===== config.mk =====
export PLATFORM = sky130hd
export DESIGN_NAME = ising_step_ctrl
export DESIGN_NICKNAME = d
export VERILOG_FILES = /design/src/rtl/ising_step_ctrl.sv
export SDC_FILE = /design/constraint.sdc
export NUM_CORES = 2
export LEC_CHECK = 0
export CELL_PAD_IN_SITES_DETAIL_PLACEMENT = 1
export CELL_PAD_IN_SITES_GLOBAL_PLACEMENT = 2
export CORE_MARGIN = 2
export CORE_UTILIZATION = 26
export DETAILED_ROUTE_END_ITERATION = 10
export PLACE_DENSITY_LB_ADDON = 0.1
export SLEW_MARGIN = 20
export SYNTH_ARGS = -nofsm -noshare
export SYNTH_HDL_FRONTEND = slang
export SYNTH_SLANG_ARGS = --single-unit

===== constraint.sdc =====
create_clock -name clk -period 2.4 [get_ports clk]
set_input_delay 0.36 -clock clk [delete_from_list [all_inputs] [get_ports clk]]
set_output_delay 0.36 -clock clk [all_outputs]
set_load 0.01 [all_outputs]

===== src/rtl/ising_step_ctrl.sv =====
// ising_step_ctrl: per-iteration flip proposal, J chunk streaming and accept/reject sequencing
// for the sigma*J*sigma energy datapath.
module ising_step_ctrl #(
    parameter int VECTOR_SIZE  = 256,
    parameter int NUM_J_CHUNKS = 256,
    parameter int ENERGY_WIDTH = 21,
    parameter int DP_LATENCY   = 2,
    parameter int ITER_WIDTH   = 16
) (
    input  logic                            clk,
    input  logic                            rst,
    input  logic                            cfg_start,
    input  logic [ITER_WIDTH-1:0]           cfg_num_iter,
    input  logic [VECTOR_SIZE-1:0]          sigma_init,
    input  logic [ENERGY_WIDTH-1:0]         energy_init,
    output logic                            busy,
    output logic                            done,
    output logic                            err,
    output logic                            mem_req_valid,
    input  logic                            mem_req_ready,
    output logic [$clog2(NUM_J_CHUNKS)-1:0] mem_req_addr,
    input  logic                            mem_rsp_valid,
    output logic                            dp_start,
    output logic [VECTOR_SIZE-1:0]          dp_sigma,
    output logic [ENERGY_WIDTH-1:0]         dp_energy_prev,
    input  logic [ENERGY_WIDTH-1:0]         dp_energy,
    output logic [VECTOR_SIZE-1:0]          sigma_best,
    output logic [ENERGY_WIDTH-1:0]         energy_best,
    output logic [ITER_WIDTH-1:0]           iter_cnt
);
    localparam int AW = $clog2(NUM_J_CHUNKS);
    localparam int CW = AW + 1;
    localparam int FW = $clog2(VECTOR_SIZE);
    localparam int LW = $clog2(DP_LATENCY + 1);

    typedef enum logic [2:0] {IDLE, PROPOSE, LOAD, DRAIN, COMPARE, DONE} state_t;
    state_t state, state_nx;

    logic [CW-1:0]         req_cnt, rsp_cnt;
    logic [LW-1:0]         wait_cnt;
    logic [ITER_WIDTH-1:0] num_iter, iter_nx;
    logic                  gap, gap_now, rsp_done, last_iter, accept;

    assign iter_nx   = iter_cnt + ITER_WIDTH'(1);
    assign last_iter = iter_nx == num_iter;
    assign rsp_done  = state == LOAD && mem_rsp_valid && rsp_cnt == CW'(NUM_J_CHUNKS - 1);
    assign gap_now   = state == LOAD && !mem_rsp_valid && rsp_cnt != '0;
    assign accept    = $signed(dp_energy) < $signed(energy_best);

    assign busy           = state != IDLE;
    assign done           = state == DONE;
    assign mem_req_valid  = state == LOAD && req_cnt < CW'(NUM_J_CHUNKS);
    assign mem_req_addr   = req_cnt[AW-1:0];
    assign dp_start       = state == LOAD && mem_rsp_valid && rsp_cnt == '0;
    assign dp_energy_prev = energy_best;

    always_comb begin
        state_nx = state;
        case (state)
            IDLE:    state_nx = cfg_start ? (cfg_num_iter == '0 ? DONE : PROPOSE) : IDLE;
            PROPOSE: state_nx = LOAD;
            LOAD:    state_nx = !rsp_done ? LOAD
                              : gap ? (last_iter ? DONE : PROPOSE)
                              : (DP_LATENCY > 1 ? DRAIN : COMPARE);
            DRAIN:   state_nx = wait_cnt <= LW'(1) ? COMPARE : DRAIN;
            COMPARE: state_nx = last_iter ? DONE : PROPOSE;
            DONE:    state_nx = IDLE;
            default: state_nx = IDLE;
        endcase
    end

    always_ff @(posedge clk) begin
        if (rst) begin
            state       <= IDLE;
            req_cnt     <= '0;
            rsp_cnt     <= '0;
            wait_cnt    <= '0;
            gap         <= 1'b0;
            err         <= 1'b0;
            num_iter    <= '0;
            iter_cnt    <= '0;
            dp_sigma    <= '0;
            sigma_best  <= '0;
            energy_best <= '0;
        end else begin
            state <= state_nx;
            if (state == IDLE && cfg_start) begin
                num_iter    <= cfg_num_iter;
                sigma_best  <= sigma_init;
                energy_best <= energy_init;
                err         <= 1'b0;
                iter_cnt    <= '0;
            end
            if (state == PROPOSE) begin
                dp_sigma <= sigma_best ^ (VECTOR_SIZE'(1) << iter_cnt[FW-1:0]);
                req_cnt  <= '0;
                rsp_cnt  <= '0;
                gap      <= 1'b0;
            end
            if (mem_req_valid && mem_req_ready)
                req_cnt <= req_cnt + CW'(1);
            if (state == LOAD && mem_rsp_valid)
                rsp_cnt <= rsp_cnt + CW'(1);
            if (gap_now) begin
                gap <= 1'b1;
                err <= 1'b1;
            end
            // The last-beat cycle counts as the first latency cycle
            if (rsp_done) begin
                wait_cnt <= LW'(DP_LATENCY - 1);
                if (gap)
                    iter_cnt <= iter_nx;
            end
            if (state == DRAIN)
                wait_cnt <= wait_cnt - LW'(1);
            if (state == COMPARE) begin
                iter_cnt <= iter_nx;
                if (accept) begin
                    sigma_best  <= dp_sigma;
                    energy_best <= dp_energy;
                end
            end
        end
    end
endmodule


After elaboration in Yosys (flattened, before gate mapping)
Index checks and enable logic that the tools add are counted.
{ "classes": {"bitwise": 1, "magnitude_cmp": 3, "shift": 1, "n_reduce_logical": 19, "add_sub_neg": 4, "muxes": 26, "n_eq_ne": 7} }
{ "ops": {"columns": ["cell", "count"], "rows": [
  ["$mux W256", 3],
  ["$shl A1 B8 Y256 const A", 1],
  ["$xor A256 B256 Y256", 1],
  ["$mux W16", 4],
  ["$mux W21", 3],
  ["$mux W9", 3],
  ["$lt A21 B21 Y1", 1],
  ["$add A9 B1 Y9 const B", 2],
  ["$mux W3", 6],
  ["$add A16 B1 Y16 const B", 1],
  ["$eq A16 B16 Y1", 1],
  ["$logic_not A16 Y1", 1],
  ["$pmux W3 S5", 1],
  ["$reduce_bool A2 Y1", 5],
  ["$eq A9 B8 Y1 const B", 1],
  ["$logic_not A9 Y1", 1],
  ["$lt A9 B9 Y1 const B", 1],
  ["$reduce_bool A9 Y1", 1],
  ["$logic_and A1 B1 Y1", 8],
  ["$eq A3 B2 Y1 const B", 2],
  ["$eq A3 B3 Y1 const B", 2],
  ["$mux W1", 4],
  ["$mux W2", 2],
  ["$eq A3 B1 Y1 const B", 1],
  ["5 further kinds", 5]
]} }
{ "totals": {"reg_bits": 590, "word_cells": 72, "out_inout_bits": 583, "inputBits": 319} }

Depth between registers and ports, before layout
{ "depth": {"depth_word": 6, "ltp_mapped": 13, "mapped_depth_nobuf": 11} }

Least setup slack after synthesis
Ideal clock, no wire load.
{ "synth_path": {"path_kind": "register to register", "from": "register energy_best[15] (netlist: dp_energy_prev[15])", "to": "register sigma_best[125]", "stages_incl_launch_ff": 14, "setup_ps": 68, "arrival_ps": 2475, "required_time_ps": 2332, "period_less_slack_ps": 2543, "path_buffers": 4, "setup_slack_ps": -143, "cell_sequence": "dfxtp_1 inv_1 ha_1 a21oi_1 a21oi_1 a211oi_2 o211ai_1 o21a_1 buf_2 or3_1 buf_2 buf_8 buf_12 a21oi_4"} }
{ "synth_via": {"elab_chain_cells": 3} }
{ "synth_rtl": {"columns": ["element", "line", "source"], "rows": [
  ["start: declaration", "28", "output logic [ENERGY_WIDTH-1:0] energy_best,"],
  ["start signal: assignment", "90", "energy_best <= energy_init;"],
  ["start signal: assignment", "120", "energy_best <= dp_energy;"],
  ["$lt A21 B21 Y1", "48", "assign accept = $signed(dp_energy) < $signed(energy_best);"],
  ["$mux W256", "118", "if (accept) begin"],
  ["$mux W256", "116", "if (state == COMPARE) begin"],
  ["end signal: assignment", "89", "sigma_best <= sigma_init;"],
  ["end signal: assignment", "119", "sigma_best <= dp_sigma;"],
  ["end: declaration", "27", "output logic [VECTOR_SIZE-1:0] sigma_best,"]
]} }
Every way passes these cells.
A chain may end at the register's enable or synchronous reset.

Worst setup path in the final report
{ "layout_path": {"from": "register energy_best[20] (netlist: dp_energy_prev[20])", "to": "register sigma_best[104]"} }
Same word-level chain as after synthesis.

==> summary.md <==
Clock-pin slew was measured on the worst setup and hold paths at 0.06 ns. The count of input and output buffers was 901; the part of the total power dissipated in the clock network was 37.8%. In the global route stage, overall resource usage came out at 25.9%.

Clock tree synthesis found a total of 590 sinks. The die covers 120000 um2. The first global-routing pass estimated 232000 um of wire.

Count of unresolved DRC violations after routing: 0. The final-report hold violation count was 0. The run gives 1558 as the detailed router's first-iteration violation count. The number of max-slew violations in the final report is 0, and the number of nets in the final layout is 4698. The cell count after synthesis came out at 3331.

The largest total area in the synthesized netlist belongs to dfxtp_1. STA puts the critical path data required time at 2.98 ns. The minimum setup slack in the final design is -0.293 ns, and the areal power density over the cells is 636 nW/um2. In this run the tightest slew margin relative to its limit is 10.5%. Net switching is 30.7% of the power. Dividing the detail-routed wire length by the instance count gives 27.2 um. Yosys mapped a number of flops with a built-in enable equal to 0. VDD sags by at most 0.000436 V. The final critical path time including I/O delays and setup was 2.69 ns. The post-synthesis register bit count was 590.

Summed over all nets, the half-perimeter wirelength after detailed placement is 122000 um. After detailed routing, the number of vias per cell comes to 5.22. At the worst endpoint, the arrival time is 3.27 ns. The start point of the worst min-delay path is rst.

The H-tree was split into 3 levels. In this run the vertical extent of the chip is 347 um. TritonCTS built the clock tree. Of all flip-flops after synthesis, the portion carrying an async set or reset was 0%.

The pin count of the biggest net entering global routing came out at 172. Routability-driven placement finished with a final weighted congestion of 0.801. The area share of the largest cell type after synthesis came out at 38.7%.

Traced cell by cell, the critical path runs through inv_1, ha_4, nand4_1, nor3_2, nand2_1, o21ai_1, buf_4, nor3_4, buf_12, or3_4, buf_12, buf_12, a21oi_2. The routed via count was 31.0k; the die boundary width was 347 um. Setup violations remaining at the end of the flow were counted as 287. The tools report the yosys synthesis warning count as 0.

The number of optimization iterations in the first detailed-route pass was 5. The delay of the slowest critical-path stage works out to 0.40 ns. The logs give 0.0249 ns for the setup clock skew after layout and -0.29 ns for the setup slack on the worst flop-to-flop path.

By count the netlist is led by dfxtp_1 (590), nor2_1 (344), clkbuf_1 (303). The post-route fraction of the period consumed by the critical path came out at 112%. At the pin with the least slew margin, the transition time is 1.34 ns.

By area the synthesized netlist is led by dfxtp_1 (39%), mux2i_1 (8.5%), o41ai_1 (8.0%), a21oi_4 (5.3%), nor2_1 (4.2%). The tools report the number of buffers created by CTS as 74. The cell with the most instances after synthesis is dfxtp_1. For this design the static power due to leakage is 16.2 nW. Synthesized-area fraction occupied by adder cells: 1.27%. Cell seen most often among critical-path stages: buf_12. The final reports fail on setup timing.

In this run the cell area of the synthesized design comes to 30500 um2. Summing the areas of all xor and xnor instances in the mapped netlist gives 3.84% of the synthesized area. The critical path is of the flop to flop type.

In this run the power spent charging and discharging nets is 9.24 mW. For the number of fill cells, the log shows 13.0k. Slowest cell on the critical path: or3_4. The tools report the post-synth net total as 3681. The endpoint type of the worst setup path is a flop. The initial utilization of the core area, before any placement, comes to 26.3%. Setup repair after global routing could not meet its margin everywhere. In this run, distinct cell masters in the synthesized netlist total 57. The final global-route overflow total came out at 0. Clock latency on the worst-skew pair, taken at its later pin, is 0.64 ns. The most used flip-flop cell after synthesis is dfxtp_1. Max-cap violations in this run came to 0. Pin placement for this block handled 902 I/O pins. Worst min-delay path class: input port to flop. The proportion of synthesized chip area in sequential cells was 38.7%. The tools report the launching point of the worst reg2reg path as dp_energy_prev[20]$_SDFF_PP0_.

Averaged over all synthesized cells, the footprint is 9.17 um2. The synthesized netlist devotes 12.0% of its cell area to simple gates. The final-layout setup total negative slack was -66.90 ns; the fraction of final layout cells with drive strength greater than 1 was 21.1%. The finished cells cover 47300 um2. The signed area change from the synthesized netlist to the final layout was 54.8%; the internal power contribution was 20.8 mW. Along the worst path, the maximum fanout reaches 25. Multiplexer cells account for 8.53% of the synthesized area. The count of nets left with antenna violations once routing finished came out at 0. In this run, the combinational gates consume 23.3% of the power. Tracing the worst setup path back leads to its startpoint at dp_energy_prev[20]$_SDFF_PP0_. The floorplan has 125 rows.

The flow ran to the end, but the final reports show violations. The fraction of the mapped netlist area in compound gates is 29.1%, and the quantity of hold-fixing buffers added after cts is 0. After detailed placement, the total cell area comes to 43900 um2. Summed over all layers, the routed wires come to 162000 um. The root buffer cell chosen for the clock tree is clkbuf_16. The initial antenna violation count is 9. The area of the core was 116000 um2.

STA classifies the critical path startpoint as a flop. Registers are responsible for 38.9% of the overall power. By area, the combinational part of the netlist is dominated by compound AO/OA/AOI/OAI gates. The tools report the maximum clock frequency as 0.371 GHz. For the via count of the first global-routing pass, the log shows 31.5k. The tools report the deepest clock path buffer count as 3.
==> registers in the layout (all words and copies together), names as in the netlist <==
| signal | flops |
|---|---|
| rsp_cnt | 9 |
| dp_energy_prev | 21 |
| dp_sigma | 256 |
| num_iter | 16 |
| sigma_best | 256 |
| wait_cnt | 2 |
| req_cnt | 9 |
| err | 1 |
| gap | 1 |
| state | 3 |
| iter_cnt | 16 |
==> final timing paths <==
path,end,cells after the start
setup / recovery,sigma_best[104]$_SDFF_PP0_,13
hold / removal,state[0]$_SDFF_PP0_,4
setup reg to reg,sigma_best[104]$_SDFF_PP0_,13
hold reg to reg,err$_SDFFE_PP0P_,2
==> critical path: cells and delay by family (launching register included) <==
family | cells | cell delay [ns]
simple gates | 5 | 0.92
buf+inv | 5 | 0.78
flops | 1 | 0.33
fa+ha+maj | 1 | 0.27
compound gates | 2 | 0.25
==> placed cells by master (no fill, tap or decap), types with 11 or more instances in the layout <==
cell,count
nand3_2,11
xnor2_1,14
inv_1,21
nand3_1,19
a211oi_1,114
xor2_1,120
clkbuf_1,13
a311oi_1,146
buf_12,65
a21oi_2,110
dfxtp_2,16
nand2_1,193
clkbuf_16,76
o41ai_2,74
a21oi_1,150
dfxtp_1,574
nor2_1,329
o21ai_0,167
ha_1,19
clkinv_2,13
a21oi_4,100
or3_1,151
clkdlybuf4s50_1,898
o41ai_1,199
nor3_1,11
mux2i_1,258
clkbuf_8,20
nor2_4,15
buf_4,358
==> per-stage QoR <==
stage	hold slack, ns	cells	setup slack (ns)	utilization, %	total power [mW]
after CTS	0.0264	5922	-0.270	40.1	30.3
after floorplan	0.440	3331	-0.0149	-	14.6
after global routing	0.0674	5930	-0.489	40.6	31.3
after global placement	0.444	5787	-0.874	37.7	18.7
after detailed placement	0.457	5787	-0.850	37.7	18.8
final	0.0812	5937	-0.293	40.6	30.1
==> timing repair <==
action                     in CTS  in global routing
cloned                          2                  1
setup buffers                   2                  5
resized for setup              56                 84
setup endpoints to repair     286                330
pin swaps                       7                  9
==> power groups by stage <==
stage,sequential [mW],clock [mW],combinational (mW)
3_5_place_dp,11.9,0,6.87
4_1_cts,11.7,11.6,6.94
2_1_floorplan,11.7,0,2.97
6_report,11.7,11.4,7.00
5_1_grt,11.8,12.0,7.50
3_3_place_gp,11.9,0,6.81
==> cell families after synthesis <==
family / after synthesis
AO/OA/AOI/OAI: 1088
adder cells (fa/ha/maj): 31
flip-flops: 590
XOR/XNOR: 134
buffers and inverters: 423
AND/OR/NAND/NOR: 805
multiplexers: 260
==> metal layers <==
layer	vias to the layer above	global-route usage, %	wire length (um)
met1	15536	33.9	72300
li1	14474	-	-
met4	2	6.15	3180
met5	-	0	13
met3	149	3.76	7210
met2	850	44.7	78900
==> final cells by class <==
cell class	count	area, um2	share of cell area [%]
Antenna cell	10	25.0	0.0529
Clock buffer	108	2200	4.65
Clock inverter	23	214	0.452
Inverter	32	128	0.270
Multi-Input combinational cell	2318	17800	37.6
Sequential cell	590	11800	25.0
Tap cell	1524	1910	4.03
Timing Repair Buffer	1332	13200	27.9
No activity file was read; power rests on OpenSTA's default activity.
